## src/rtl/ascii_segment_display.sv

```systemverilog
// rtl/ascii_segment_display.sv - shows the last two ASCII characters on two 7-segment digits
module ascii_segment_display #(
  parameter int unsigned BLINK_HALF_PERIOD = 12500000
) (
  input  logic       i_Clk,
  input  logic       i_Reset,
  input  logic [7:0] i_Character,
  output logic [6:0] o_Segment1,
  output logic [6:0] o_Segment2,
  output logic       o_Accept,
  output logic       o_Error
);

  // Active-low glyph constants, bit6=A .. bit0=G.
  localparam logic [6:0] GLYPH_BLANK = 7'h7F;
  localparam logic [6:0] GLYPH_DASH  = 7'h7E;
  localparam logic [6:0] GLYPH_ERROR = 7'h36;

  // Last count value of a blink half-period; the counter wraps here.
  localparam logic [23:0] BLINK_LAST = 24'(BLINK_HALF_PERIOD - 1);

  // Capture stage: change detector and the two-character shift register.
  logic [7:0]  last_char_q, last_char_d;
  logic [7:0]  tens_q, tens_d;
  logic [7:0]  ones_q, ones_d;
  logic        capture_q, capture_d;

  // Display stage: registered glyphs, flags and blink state.
  logic [6:0]  seg1_q, seg1_d;
  logic [6:0]  seg2_q, seg2_d;
  logic        accept_q, accept_d;
  logic        error_q, error_d;
  logic [23:0] blink_cnt_q, blink_cnt_d;
  logic        blink_on_q, blink_on_d;

  logic        char_changed;
  logic        tens_err;
  logic        ones_err;
  logic        any_err;

  // Hex digits (either case), blank, space and dash are the displayable set.
  function automatic logic is_supported(input logic [7:0] c);
    logic ok;
    ok = 1'b0;
    if (c >= 8'h30 && c <= 8'h39) ok = 1'b1;
    if (c >= 8'h41 && c <= 8'h46) ok = 1'b1;
    if (c >= 8'h61 && c <= 8'h66) ok = 1'b1;
    if (c == 8'h00 || c == 8'h20 || c == 8'h2D) ok = 1'b1;
    return ok;
  endfunction

  // ASCII to active-low segment pattern; lower-case hex renders as upper-case.
  function automatic logic [6:0] glyph(input logic [7:0] c);
    logic [6:0] g;
    case (c)
      8'h30:        g = 7'h01;  // 0
      8'h31:        g = 7'h4F;  // 1
      8'h32:        g = 7'h12;  // 2
      8'h33:        g = 7'h06;  // 3
      8'h34:        g = 7'h4C;  // 4
      8'h35:        g = 7'h24;  // 5
      8'h36:        g = 7'h20;  // 6
      8'h37:        g = 7'h0F;  // 7
      8'h38:        g = 7'h00;  // 8
      8'h39:        g = 7'h04;  // 9
      8'h41, 8'h61: g = 7'h08;  // A
      8'h42, 8'h62: g = 7'h60;  // b
      8'h43, 8'h63: g = 7'h31;  // C
      8'h44, 8'h64: g = 7'h42;  // d
      8'h45, 8'h65: g = 7'h30;  // E
      8'h46, 8'h66: g = 7'h38;  // F
      8'h00, 8'h20: g = GLYPH_BLANK;
      8'h2D:        g = GLYPH_DASH;
      default:      g = GLYPH_ERROR;
    endcase
    return g;
  endfunction

  // Change detection and shift-in of a new character from the right.
  always_comb begin
    char_changed = (i_Character != last_char_q);
    last_char_d  = last_char_q;
    tens_d       = tens_q;
    ones_d       = ones_q;
    capture_d    = char_changed;
    if (char_changed) begin
      last_char_d = i_Character;
      tens_d      = ones_q;
      ones_d      = i_Character;
    end
  end

  // Blink timing runs only while a digit is in error, so a new error starts in the on phase.
  always_comb begin
    tens_err    = !is_supported(tens_q);
    ones_err    = !is_supported(ones_q);
    any_err     = tens_err || ones_err;
    blink_cnt_d = blink_cnt_q;
    blink_on_d  = blink_on_q;
    if (!any_err) begin
      blink_cnt_d = 24'd0;
      blink_on_d  = 1'b1;
    end else if (blink_cnt_q == BLINK_LAST) begin
      blink_cnt_d = 24'd0;
      blink_on_d  = !blink_on_q;
    end else begin
      blink_cnt_d = blink_cnt_q + 24'd1;
    end
  end

  // Registered decode; only digits holding unsupported codes are blanked in the off phase.
  always_comb begin
    seg1_d   = (tens_err && !blink_on_q) ? GLYPH_BLANK : glyph(tens_q);
    seg2_d   = (ones_err && !blink_on_q) ? GLYPH_BLANK : glyph(ones_q);
    error_d  = any_err;
    accept_d = capture_q;
  end

  // State update; reset clears everything, including any change seen during reset.
  always_ff @(posedge i_Clk) begin
    if (i_Reset) begin
      last_char_q <= 8'h00;
      tens_q      <= 8'h00;
      ones_q      <= 8'h00;
      capture_q   <= 1'b0;
      seg1_q      <= GLYPH_BLANK;
      seg2_q      <= GLYPH_BLANK;
      accept_q    <= 1'b0;
      error_q     <= 1'b0;
      blink_cnt_q <= 24'd0;
      blink_on_q  <= 1'b1;
    end else begin
      last_char_q <= last_char_d;
      tens_q      <= tens_d;
      ones_q      <= ones_d;
      capture_q   <= capture_d;
      seg1_q      <= seg1_d;
      seg2_q      <= seg2_d;
      accept_q    <= accept_d;
      error_q     <= error_d;
      blink_cnt_q <= blink_cnt_d;
      blink_on_q  <= blink_on_d;
    end
  end

  assign o_Segment1 = seg1_q;
  assign o_Segment2 = seg2_q;
  assign o_Accept   = accept_q;
  assign o_Error    = error_q;

endmodule

```

## config.mk

```make
export PLATFORM = sky130hd
export DESIGN_NAME = ascii_segment_display
export DESIGN_NICKNAME = d
export VERILOG_FILES = /design/src/rtl/ascii_segment_display.sv
export SDC_FILE = /design/constraint.sdc
export NUM_CORES = 1
export LEC_CHECK = 0
export CAP_MARGIN = 20
export CORE_MARGIN = 5
export CORE_UTILIZATION = 25
export CTS_BUF_LIST = sky130_fd_sc_hd__clkbuf_16
export CTS_CLUSTER_SIZE = 20
export DETAILED_ROUTE_END_ITERATION = 7
export PLACE_DENSITY_LB_ADDON = 0.25
export SLEW_MARGIN = 20
export SYNTH_ARGS = -nofsm -noshare
export SYNTH_HDL_FRONTEND = slang
export SYNTH_SLANG_ARGS = --single-unit
```

## constraint.sdc

```tcl
create_clock -name i_Clk -period 2 [get_ports i_Clk]
set_input_delay 0.4 -clock i_Clk [delete_from_list [all_inputs] [get_ports i_Clk]]
set_output_delay 0.4 -clock i_Clk [all_outputs]
set_load 0.02 [all_outputs]
```

* Yosys cells after proc, flatten, opt, wreduce, memory -nomap -nowiden
Cells that the tools add are included.
Storage, ports and cells: bits in registers 58, word-level logic and storage cells 119, output and inout bits 16, bits of input ports 10
Cells by class: add/subtract/negate cells 1, reductions and logical operators 36, order comparisons 12, multiplexer cells 10, equal/unequal tests 50, bitwise logic cells 1
Operators with widths (count):
- $pmux 7 s18 | 2
- $eq 8x6->1 const B | 24
- $eq 8x7->1 const B | 24
- $reduce_or 2->1 | 17
- $ge 8x7->1 const B | 4
- $le 8x7->1 const B | 4
- $add 24x1->24 const B | 1
- $eq 24x24->1 const B | 1
- $ge 8x6->1 const B | 2
- $le 8x6->1 const B | 2
- $logic_not 8->1 | 2
- $logic_and 1x1->1 | 8
- $mux 1 | 8
- $ne 8x8->1 | 1
- $logic_or 1x1->1 | 5
- $logic_not 1->1 | 3
- $reduce_or 3->1 | 1
- $not 1->1 | 1

* Logic depth before layout (Yosys ltp)
depth after elaboration 10, gate-level depth with buffers 8, gate-level depth less buffers 6

* Least setup slack after synthesis
No wires, ideal clock.
kind register to register, from register blink_cnt_q[0], to register blink_cnt_q[15], clock period less this slack 1.833 ns, stages on the path, launching flop included 7, library setup time 0.116 ns, arrival time 1.718 ns, data required time 1.884 ns, buffers on the path 1, slack 0.167 ns, cells stage by stage dfxtp_1 ha_1 and4_1 nand4b_1 or4_1 clkbuf_1 and3b_1
Between the ends: cells in the longest elaborated chain, start to end 2, elaborated cells between the ends (all ways) 3, those cells by class 1 x add/sub; 1 x eq/ne; 1 x reduce/logical
Ends and longest elaborated chain:
- start: declaration | RTL line 33 | logic [23:0] blink_cnt_q, blink_cnt_d;
- start signal: assignment | RTL line 141 | blink_cnt_q <= blink_cnt_d;
- branches (longest 2 deep; another with $add 24x1->24)
Parallel ways; which one is timed is not known. A chain may end at the register's enable or synchronous reset.

* Worst setup path after layout
from register ones_q[7], to register blink_cnt_q[23]
Between the ends: cells in the longest elaborated chain, start to end 10, elaborated cells between the ends (all ways) 22, those cells by class 6 x order compare; 2 x eq/ne; 4 x mux; 1 x bitwise; 9 x reduce/logical
Ends and longest elaborated chain:
- start: declaration | RTL line 25 | logic [7:0] ones_q, ones_d;
- start signal: assignment | RTL line 135 | ones_q <= ones_d;
- $ge 8x6->1 or $le 8x6->1 (tied branches) | RTL line 45 | if (c >= 8'h30 && c <= 8'h39) ok = 1'b1;
- $logic_and 1x1->1 | RTL line 45
- $mux 1 | RTL line 45
- $mux 1 | RTL line 46 | if (c >= 8'h41 && c <= 8'h46) ok = 1'b1;
- $mux 1 | RTL line 47 | if (c >= 8'h61 && c <= 8'h66) ok = 1'b1;
- $mux 1 * | RTL line 48 | if (c == 8'h00 || c == 8'h20 || c == 8'h2D) ok = 1'b1;
- $logic_not 1->1 * | RTL line 96 | ones_err = !is_supported(ones_q);
- $logic_or 1x1->1 * | RTL line 97 | any_err = tens_err || ones_err;
- $not 1->1 (no line) *
- $reduce_or 3->1 (no line) *
Mark *: on every way between the ends. The rest lies on a longest branch, timed or not.

==> results.md <==
- Run status: completed
- TritonCTS sink count: 58
- Adder-cell share of the synthesized area: less than 1%
- Largest family of logic cells by synthesized area: simple AND/OR/NAND/NOR gates
- Wire length of the first global-routing pass: between 10,000 and 15,000 um
- Setup TNS: 0 ps
- GRT Overall Usage: 11.2%
- Share of cells above drive strength 1: a little over a fifth
- Synthesized area: ~3200 um^2
- Root cell of the clock tree: clkbuf_16
- Number of distinct library cells after synthesis: 67
- Die Y: 123 um
- Maximum clock frequency: 528 MHz
- Peak supply drop: 0.000375 V
- DR vias/cell: 4.69
- Compound-Gate Fraction of Synth Area: 15.8%
- Post-Syn Area per Cell: 8.59 um^2
- Synth top area cells: dfxtp_1 (37%), xnor2_1 (4.4%), xor2_1 (3.6%)
- H-Tree Depth: 3
- Largest net degree at the start of global routing: 27
- CP top delay family: simple AND/OR/NAND/NOR gates
- Routed Antenna Nets: 0
- # DRC: 0
- Worst path max stage delay: 560 ps
- Final worst slack: 107 ps
- Die X: 123 um
- Starting Density: 25.3%
- Syn Inst Count: ~370
- # setup viols final: 0
- Flops & latches, synth: 58
- Highest Signal Layer: met4
- CP startpoint kind: flop
- GRT overflow: 0
- Simple-gate portion of the synthesized area: 30.5%
- I/O pin count: 26
- Clock latency on the worst-skew pair: 320 ps
- Core box area: between 10,000 and 15,000 um^2
- Slew margin rel.: approximately two thirds
- Via count: 2,784
- CTS Hold Buffers Added: 0
- CP Data Arrival Time: 2110 ps
- Leak Pwr: 1.49 nW
- CTS tree: built
- # Max-Cap Violations: 0
- Measured slew at the worst slew-check pin: 515 ps
- Register area share after synthesis: 36.6%
- Antenna Cells: 0
- WL final: 7620 um
- Final clock skew: roughly 4.2 ps
- Top_reg_cell synth: dfxtp_1
- Area added between synthesis and finish: 30.8%
- P per Cell Area: 792 nW/um^2
- FP Rows: 41
- Initial DRC count: 108
- Buf/Inv on CP: 1
- Clock buffer depth: 2
- Metal-1 WL: 3780 um
- CP max FO: 26
- Clock buffer count from CTS: 9
- DP Worst Slack: 18.7 ps
- GP Congestion: 0.810
- Data required, critical path: 2220 ps
- Antenna violations before repair: 0
- Unrepaired setup endpoints after global routing: false
- Full die area: approximately 15,000 um^2
- Yosys warns: 0
- Max-slew violation count: 0
- Crit path capture type: flop
- CP cell instances: or4_4 > a21oi_4 > nor2_2 > a32oi_4 > buf_12 > and3b_1
- Worst min path class: flop to flop
- Post-synth ARST share: 0%
- Period minus WS final: 1890 ps
- Post-synth top area share: between 30% and 40%
- # port buffers: 25
- Mux cell area share after synthesis: between 2 and 3%
- DR WL met2: 3410 um
- Vias in the first global route: 2,755
- Synth Area in XOR/XNOR: 8.01%
- Fin crit share: 94.7%
- Syn Nets: between 300 and 400
- Dpl hpwl: 5530 um
- Endpoints failing hold: 0
- Clock transition at path regs: about 50 ps
- Largest area contributor in the netlist: dfxtp_1
- Fin nets: about 430
- Post-synth EDFFs: 0
- Detailed Routing Iterations Pass 1: 4
- CP Class: flop to flop
- WL met3: between 200 and 300 um
- WL/cell: 12.8 um
- Slowest cell on the critical path: or4_4
placed cells by master (no fill, tap or decap), types with 3 or more instances in the layout:
cell and n:
nor2_2 18, o31a_1 3, nor3_1 9, dfxtp_2 3, o21ai_0 18, inv_1 9, buf_4 37, a21oi_1 14
and3_1 3, nor4_1 9, clkdlybuf4s50_1 25, or4_1 3, a32oi_1 4, xnor2_1 16, and3b_1 5, and2_1 3
o221ai_1 3, nand2b_1 7, nor2_1 24, o31ai_1 3, or3_1 4, dfxtp_1 55, nor2b_1 10, nand4_1 8
nor3b_1 3, xor2_1 13, mux2i_1 9, nand2_1 27, nand3_1 15, a31oi_1 3, clkbuf_16 9
Yosys cell counts (all sizes together), types with 5 or more instances:
cell type  instances
dfxtp             58
nor2              42
nand2             27
o21ai             18
a21oi             16
xnor2             16
buf               15
nand3             15
xor2              13
clkbuf            12
nor2b             10
inv                9
mux2i              9
nand4              9
nor3               9
nor4               9
nand2b             8
a32oi              5
and3b              5
nor3b              5
or4                5
flip-flops by register name, indices dropped and copies added (netlist names):
signal       flops
o_Segment1       7
tens_q           8
blink_on_q       1
ones_q           8
o_Accept         1
o_Segment2       7
accept_d         1
blink_cnt_q     24
o_Error          1
cells by family after synthesis:
group           count (synthesis)
compound gates                 69
xor+xnor                       29
fa+ha+maj                       1
buf+inv                        36
flops                          58
mux                             9
simple gates                  167
final timing paths:
check / from / slack [ps] / endpoint / cells after the start
min reg2reg: blink_cnt_q[0]$_SDFF_PP0_ / 420 / blink_cnt_q[0]$_SDFF_PP0_ / 1
max reg2reg: ones_q[7]$_SDFFE_PP0P_ / 110 / blink_cnt_q[23]$_SDFF_PP0_ / 6
min: blink_cnt_q[0]$_SDFF_PP0_ / 420 / blink_cnt_q[0]$_SDFF_PP0_ / 1
max: ones_q[7]$_SDFFE_PP0P_ / 110 / blink_cnt_q[23]$_SDFF_PP0_ / 6
routing by layer:
layer | vias up | track usage, %
met3 | 9 | 3.41
met5 | - | 0
li1 | 1425 | -
met1 | 1294 | 15.0
met4 | 0 | 4.48
met2 | 56 | 16.7
cell type report:
class / count / area, um^2
well taps: 172 / 215
fillers: 1348 / 8370
multi-input cells: 275 / 1850
repair buffers: 64 / 568
inverters: 9 / 33.8
clock buffers: 9 / 225
flip-flops and latches: 58 / 1160
clock inverters: 7 / 85.1
per-stage QoR:
stage / power [mW] / util (%) / hold WS, ps / cell area (um^2) / instances
floorplan: 1.55 / - / 414 / 3170 / 369
global placement: 1.70 / 30.4 / 424 / 3800 / 578
detailed placement: 1.71 / 30.4 / 429 / 3800 / 578
CTS: 3.34 / 32.8 / 445 / 4110 / 594
global route: 3.46 / 33.1 / 448 / 4150 / 594
finish: 3.28 / 33.1 / 422 / 4150 / 594
report_power, final:
part | internal (mW) | switching, mW | leakage (nW)
clock | 1.08 | 0.526 | 0.156
combinational | 0.205 | 0.224 | 0.854
sequential | 1.22 | 0.0382 | 0.476
repair_timing:
item / 4_1_cts / 5_1_grt
gates resized for setup: 0 / 8
endpoints found under the setup margin: 0 / 11
endpoints found under the hold margin: 0 / 0
buffers inserted: 0 / 0
(Power assumes the default switching activity.)
